### config.mk
export PLATFORM = sky130hd
export DESIGN_NAME = clkdiv_multi
export DESIGN_NICKNAME = d
export VERILOG_FILES = /design/src/rtl/clkdiv_multi.sv
export SDC_FILE = /design/constraint.sdc
export NUM_CORES = 1
export LEC_CHECK = 0
export ABC_AREA = 1
export BUFFER_PORTS_ARGS = -buffer_cell sky130_fd_sc_hd__buf_2
export CAP_MARGIN = 20
export CORE_UTILIZATION = 48
export CTS_CLUSTER_DIAMETER = 100
export DETAILED_ROUTE_END_ITERATION = 10
export GPL_ROUTABILITY_DRIVEN = 0
export PLACE_DENSITY = 0.67
export SYNTH_ARGS = -nofsm -noshare
export SYNTH_HDL_FRONTEND = slang
export SYNTH_SLANG_ARGS = --single-unit
### constraint.sdc
create_clock -name clk -period 3.5 [get_ports clk]
set_input_delay 0.7 -clock clk [delete_from_list [all_inputs] [get_ports clk]]
set_output_delay 0.7 -clock clk [all_outputs]
set_load 0.1 [all_outputs]
### src/rtl/clkdiv_multi.sv
// Multi-channel programmable clock divider, square-wave or single-pulse per channel.
// New ratios are staged and only take effect on a period boundary, so outputs never glitch.
module clkdiv_multi #(
   parameter  int NCH = 4,
   parameter  int DW  = 8,
   localparam int CW  = (NCH > 1) ? $clog2(NCH) : 1
) (
   input  logic           clk,
   input  logic           rst_n,
   input  logic           ena,
   input  logic           wr_en,
   input  logic [CW-1:0]  wr_ch,
   input  logic [DW-1:0]  wr_div,
   input  logic           wr_mode,
   output logic [NCH-1:0] clk_out,
   output logic [NCH-1:0] tick,
   output logic [NCH-1:0] busy
);

   for (genvar i = 0; i < NCH; i++) begin : g_ch
      logic [DW-1:0] cnt_q, cnt_d;
      logic [DW-1:0] div_a_q, div_a_d;
      logic [DW-1:0] div_p_q, div_p_d;
      logic          mode_a_q, mode_a_d;
      logic          mode_p_q, mode_p_d;
      logic          pend_q, pend_d;
      logic          co_q, co_d;
      logic          tk_q, tk_d;
      logic          run, hit, last, bnd, run_n;
      logic [DW:0]   half;

      assign run   = (div_a_q >= DW'(2));
      assign hit   = wr_en && (wr_ch == CW'(i));
      assign last  = (cnt_q == div_a_q - DW'(1));
      assign bnd   = ena && (!run || last);
      assign run_n = (div_a_d >= DW'(2));
      // Extra bit keeps D+1 from wrapping at the maximum divisor.
      assign half  = ({1'b0, div_a_d} + (DW+1)'(1)) >> 1;

      always_comb begin
         cnt_d    = cnt_q;
         div_a_d  = div_a_q;
         div_p_d  = div_p_q;
         mode_a_d = mode_a_q;
         mode_p_d = mode_p_q;
         pend_d   = pend_q;
         co_d     = co_q;
         tk_d     = 1'b0;
         if (bnd && (hit || pend_q)) begin
            // A write landing on the boundary edge wins over the staged value.
            div_a_d  = hit ? wr_div  : div_p_q;
            mode_a_d = hit ? wr_mode : mode_p_q;
            cnt_d    = '0;
            pend_d   = 1'b0;
         end else begin
            if (hit) begin
               div_p_d  = wr_div;
               mode_p_d = wr_mode;
               pend_d   = 1'b1;
            end
            if (ena && run) begin
               cnt_d = last ? '0 : cnt_q + DW'(1);
            end
         end
         if (ena) begin
            tk_d = run_n && (cnt_d == '0);
            if (!run_n) begin
               co_d = 1'b0;
            end else if (mode_a_d) begin
               co_d = (cnt_d == '0);
            end else begin
               co_d = ({1'b0, cnt_d} < half);
            end
         end
      end

      always_ff @(posedge clk or negedge rst_n) begin
         if (!rst_n) begin
            cnt_q    <= '0;
            div_a_q  <= '0;
            div_p_q  <= '0;
            mode_a_q <= 1'b0;
            mode_p_q <= 1'b0;
            pend_q   <= 1'b0;
            co_q     <= 1'b0;
            tk_q     <= 1'b0;
         end else begin
            cnt_q    <= cnt_d;
            div_a_q  <= div_a_d;
            div_p_q  <= div_p_d;
            mode_a_q <= mode_a_d;
            mode_p_q <= mode_p_d;
            pend_q   <= pend_d;
            co_q     <= co_d;
            tk_q     <= tk_d;
         end
      end

      assign clk_out[i] = co_q;
      assign tick[i]    = tk_q;
      assign busy[i]    = pend_q;
   end

endmodule

==> results of run 1 <==
[worst max path at each step]
stage,from,end,slack [ns],depth (start not counted)
after floorplan,g_ch[1].div_a_q[0],g_ch[1].co_q,0.12,26
after global placement,g_ch[1].div_a_q[1],g_ch[1].co_q,0.07,26
after detailed placement,g_ch[1].div_a_q[1],g_ch[1].co_q,-0.03,26
after CTS,g_ch[0].div_a_q[1],g_ch[0].co_q,0.002,26
after global routing,g_ch[0].div_a_q[1],g_ch[0].co_q,-0.22,27
final,g_ch[2].div_a_q[1],g_ch[2].co_q,0.06,26
[cell families after synthesis]
logic type / Yosys count
AND/OR/NAND/NOR: 670
AO/OA/AOI/OAI: 119
XOR/XNOR: 62
buffers and inverters: 236
adder cells (fa/ha/maj): 48
flip-flops: 116
[repair_timing]
item	CTS	global route
pin swaps	2	39
endpoints found under the setup margin	3	4
gates resized for setup	8	95
cloned	0	3
setup buffers	3	41
endpoints found under the hold margin	0	0
[stage by stage]
step | TNS [ns] | hold slack [ns] | utilization, % | area, um2 | power, W
after floorplan | 0 | 0.404 | - | 8520 | 0.00527
after global placement | 0 | 0.453 | 52.7 | 9110 | 0.00613
after detailed placement | -0.0440 | 0.459 | 52.7 | 9110 | 0.00621
after CTS | 0 | 0.348 | 56.5 | 9770 | 0.00810
after global routing | -0.554 | 0.390 | 60.6 | 10500 | 0.00937
final | 0 | 0.336 | 60.6 | 10500 | 0.00861
[synth_stat cells]
cell type,count
a211oi_1,4
a21oi_1,21
a22oi_1,1
buf_1,1
buf_2,8
buf_4,13
buf_6,3
clkbuf_1,12
clkinv_1,2
dfrtp_1,116
ha_1,48
inv_1,180
inv_2,17
nand2_1,421
nand2_2,7
nand2_4,1
nand3_1,65
nand3_2,3
nand3_4,3
nand3b_1,4
nand4_1,23
nor2_1,106
nor2_2,11
nor3_1,13
nor3_2,1
nor3_4,1
nor3b_2,1
nor4_1,2
o211ai_1,2
o21a_1,3
o21ai_0,62
o21ai_1,18
o21ai_2,6
o21ai_4,1
o21bai_2,1
or2_0,2
or2_1,3
or2_2,3
xnor2_1,13
xor2_1,49
[state kept, by name, indices dropped and copies added (netlist names)]
signal	flops
g_ch.mode_p_q	4
g_ch.div_p_q	32
g_ch.cnt_q	32
g_ch.mode_a_q	4
g_ch.div_a_q	32
g_ch.co_q	4
g_ch.tk_q	4
g_ch.pend_q	4
[critical path, cell delays in order (launching register included)]
cell and delay [ns]:
dfrtp_1 0.40, inv_2 0.09, ha_4 0.15, nand2_4 0.06, nor2_4 0.14, nand2_2 0.06
nand2_1 0.05, nor3b_2 0.17, nand3_2 0.14, nand2_4 0.12, nand3_4 0.14, buf_4 0.19
nand2_1 0.09, o21ai_2 0.08, inv_2 0.11, nand3_4 0.10, nor2_4 0.12, nand2_2 0.05
xor2_1 0.14, ha_1 0.32, a21oi_2 0.15, nor2_1 0.07, a211oi_2 0.19, nand2_1 0.08
nand2_1 0.06, nand2_1 0.05, nand2_1 0.05
[final cells by class]
type / count / area, um2
clock buffers: 18 / 439
clock inverters: 14 / 178
fillers: 1527 / 6820
inverters: 199 / 747
multi-input cells: 901 / 5030
flip-flops and latches: 116 / 2900
well taps: 225 / 282
repair buffers: 119 / 905
[power breakdown]
part / internal (W) / leakage, nW / switching (W) / total [W]
registers: 0.00177 / 1.32 / 0.000432 / 0.00220
logic: 0.00183 / 3.96 / 0.00276 / 0.00459
clock network: 0.00114 / 0.290 / 0.000675 / 0.00182
[metal layers]
metal  up-vias  GRT usage, %
met1      3619          32.2
met4         0          7.55
li1       4092             -
met3        25          3.14
met5         -             0
met2       147          38.1
==> impl_metrics.ini, run 1 <==
[run_status]
outcome = completed

[worst_setup_path]
arrival_ns = 3.81
crit_path_end_kind = flip-flop
worstSetupStartpointType = flip-flop
r2r_cells = 26
crit_path_max_fanout = 7
rrSetupSlack_ns = 0.06
r2r_start = g_ch[2].div_a_q[1]
required_ns = 3.86
timing.rr.end = g_ch[2].co_q
critPathKind = flip-flop to flip-flop

[global_route]
grt_overflow = 0
grt_start_max_net_pins = 52
grt_usage_pct = 23.4
grt_pass1_wl_um = 33600
grt_pass1_vias = 7076
antenna_found_initial = 0

[drt]
met3_length_um = 693
m1WireLength_um = 10000
route.detailed.drc = 0
drtIter0Drc = 572
routedWlPerCell_um = 13.5
met2_length_um = 10400
dr.pass1.iters = 6
drtAntennaViolNets = 0
drt_wl_total_um = 21500
routed_via_density = 4.95
top_layer = met4
num_vias = 7883

[timing]
min_period_over_period_pct = 98.4
worst_slack_ns = 0.0574
final_hold_viol_count = 0
rsz0062_at_grt = yes
setup_violations = 0
worst_clock_skew_ns = 0.00796
worst_pin_slew_ns = 0.711
slew_violations = 0
fin_crit_ns = 3.44
slew_headroom_pct = 52.6
fmax_mhz = 290

[clock_network]
clk_path_buf_depth = 2
clkTransAtPathRegs_ns = 0.06
cts_hold_buf = 0
numClockSinks = 116
clk_latency_ns = 0.42
clockRootBuffer = clkbuf_16
cts_tree = yes
cts_buffers = 17
htreeDepth = 4

[logic_synthesis]
synth_top_family_by_area = simple AND/OR/NAND/NOR gates
yosys_warnings = 0
ys_seq_area_share_pct = 34.1
synthXorXnorAreaFrac_pct = 6.37
syn_area_mm2 = 0.00852
synth_area_per_cell_um2 = 6.81
synthTopCellsByArea = dfrtp_1 34%, nand2_1 19%, inv_1 7.9%, ha_1 7.0%, xor2_1 5.0%
synth_compound_area_share_pct = 7.75
ys_types = 40
syn_inst = 1251
synth-simple-area-share_pct = 33.4
synth_area_leader_cell = dfrtp_1
synth_mux_area_share_pct = 0
synth-seq-cells = 116
synth_nets = 1314
synth_top_area_share_pct = 34.1
synth_fa_ha_area_share_pct = 7.05

[finish]
syn_to_final_growth_pct = 22.9
final_common_cell = nand2_1
n_antenna_cell = 0
drive_above_1_share_pct = 20.1
final_cell_mix = 402 x nand2_1, 168 x inv_1, 116 x dfrtp_1, 98 x nor2_1, 85 x buf_4
final_nets = 1417
finalNonFillerCells = 1592

[floorplan]
die_w_um = 135
fp.dieArea_mm2 = 0.0183
ios = 27
die_h_um = 135
rows = 48
core_area_mm2 = 0.0173
start_util_pct = 49.3

[flow_run]
drv_cap = 0

[placed_design]
post-place-ws_ns = -0.0262
dp_cells = 1514
portBuffers = 26
hpwlAfterDp_um = 15600

[pwr]
peakVddDrop_uv = 506
power_density_mw_per_mm2 = 822
leakagePower_nw = 5.57

[min_path]
hold_class = primary input to asynchronous set/reset pin
No activity file was read; power rests on OpenSTA's default activity.
==> run 2, diff against run 1 <==
--- a/config.mk
+++ b/config.mk
@@ -12,6 +12,7 @@
 export CTS_CLUSTER_DIAMETER = 100
 export DETAILED_ROUTE_END_ITERATION = 10
 export GPL_ROUTABILITY_DRIVEN = 0
+export MAX_ROUTING_LAYER = met4
 export PLACE_DENSITY = 0.67
 export SYNTH_ARGS = -nofsm -noshare
 export SYNTH_HDL_FRONTEND = slang
==> run 2 against run 1 <==
  * Cell count fell by 0.13%
  * Sequential share of layout area is essentially flat
  * Total power shrank 0.27%
  * Non-clock buffer count decreased by 2
  * Via count is 0.22% higher
  * Critical path depth unchanged
  * Flip-flop and latch count unchanged
  * Highest routed layer unchanged
==> impl_metrics.ini, run 2 (synthesis results as in run 1) <==
[run_status]
outcome = completed

[worst_setup_path]
worstSetupStartpointType = flip-flop
arrival_ns = 3.80
r2r_start = g_ch[1].div_a_q[1]
worstSetupStartpoint = g_ch[1].div_a_q[1]
crit_path_max_fanout = 5
crit_path_end_kind = flip-flop
required_ns = 3.87
critPathKind = flip-flop to flip-flop

[global_route]
grt_pass1_vias = 7064
antenna_found_initial = 0
grt_usage_pct = 24.2
grt_pass1_wl_um = 33600
grt_start_max_net_pins = 52
grt_overflow = 0

[pwr]
leakagePower_nw = 5.56
peakVddDrop_uv = 508
fin_total_pwr_w = 0.00859
power_density_mw_per_mm2 = 821

[floorplan]
rows = 48
start_util_pct = 49.3
ios = 27
core_area_mm2 = 0.0173
fp.dieArea_mm2 = 0.0183
die_w_um = 135
die_h_um = 135

[drt]
drtAntennaViolNets = 0
routed_via_density = 4.97
dr.pass1.iters = 6
route.detailed.drc = 0
drtIter0Drc = 601
drt_wl_total_um = 21500
routedWlPerCell_um = 13.5
num_vias = 7900

[timing]
worst_pin_slew_ns = 0.710
setup_violations = 0
min_period_over_period_pct = 98.0
fin_crit_ns = 3.43
rsz0062_at_grt = yes
slew_violations = 0
slew_headroom_pct = 52.7
worst_clock_skew_ns = 0.00850
final_hold_viol_count = 0
timing.hold.ws_ns = 0.333
fmax_mhz = 291

[finish]
reg_top3 = g_ch.cnt_q: 32 flops, g_ch.div_a_q: 32 flops, g_ch.div_p_q: 32 flops
n_antenna_cell = 0
design_area_mm2 = 0.0105
syn_to_final_growth_pct = 22.7
final_common_cell = nand2_1
final_nets = 1415
final_cell_mix = 402 x nand2_1, 169 x inv_1, 116 x dfrtp_1, 98 x nor2_1, 83 x buf_4
drive_above_1_share_pct = 19.9
postLayoutCoreUtil_pct = 60.5

[min_path]
hold_class = primary input to asynchronous set/reset pin

[clock_network]
numClockSinks = 116
cts_buffers = 17
clk_path_buf_depth = 2
cts_tree = yes
clkTransAtPathRegs_ns = 0.06
clk_latency_ns = 0.42
htreeDepth = 4
clockRootBuffer = clkbuf_16

[placed_design]
hpwlAfterDp_um = 15600
place_area_mm2 = 0.00911
portBuffers = 26

[flow_run]
drv_cap = 0
==> run 2: through the flow <==
stage	worst slack, ns	std cells	TNS, ns
final	0.0694	1590	0
after global routing	-0.214	1590	-0.508
after CTS	0.00160	1549	0
after detailed placement	-0.0262	1514	-0.0440
after global placement	0.0671	1514	0
after floorplan	0.124	1251	0
==> run 2: worst max-delay path: stages (launching register included) <==
cell and delay, ns:
dfrtp_1 0.39, inv_2 0.09, ha_4 0.14, nand2_4 0.06
nor2_4 0.13, nand3_1 0.08, nand2_1 0.08, nand3_2 0.06
nor2_2 0.14, nand2_2 0.10, nand2_4 0.11, nand3_4 0.12
nand2_2 0.11, o21a_1 0.18, ha_4 0.15, nand2_2 0.06
a21oi_2 0.15, nand3_2 0.11, xor2_1 0.16, ha_1 0.33
a21oi_2 0.15, nor2_1 0.06, a211oi_2 0.19, nand2_1 0.08
nand2_1 0.06, nand2_1 0.05, nand2_1 0.04
==> run 2: cell type report <==
cell class,count,area [um2]
clock buffers,18,439
flip-flops and latches,116,2900
clock inverters,14,178
repair buffers,117,890
fillers,1529,6840
inverters,199,747
multi-input cells,901,5020
well taps,225,282
==> run 2: worst paths after layout <==
kind	slack (ns)	end	cells past startpoint
min	0.33	g_ch[0].cnt_q[0]	1
max	0.07	g_ch[1].co_q	26
min reg2reg	0.47	g_ch[1].div_p_q[1]	2
max reg2reg	0.07	g_ch[1].co_q	26
max in group asynchronous	2.44	g_ch[3].div_p_q[5]	2
min in group clk	0.47	g_ch[1].div_p_q[1]	2
==> run 2: routing by layer <==
metal | global-route usage (%) | part of all wire [%] | up-vias
li1 | - | - | 4094
met4 | 7.93 | 1.7 | 0
met5 | - | 0 | -
met3 | 3.03 | 3.0 | 26
met1 | 32.3 | 47 | 3632
met2 | 38.0 | 48 | 148
==> run 2: report_power, final <==
part,switching (W),internal (W)
combinational,0.00275,0.00181
clock,0.000675,0.00114
sequential,0.000433,0.00177
total,0.00386,0.00473
==> run 2: what timing repair did <==
| action | in CTS | in global routing |
|---|---|---|
| setup buffers | 3 | 38 |
| pin swaps | 2 | 38 |
| hold buffers | 0 | 0 |
| gates cloned | 0 | 3 |
| gates resized for setup | 8 | 93 |
| endpoints found under the setup margin | 3 | 4 |
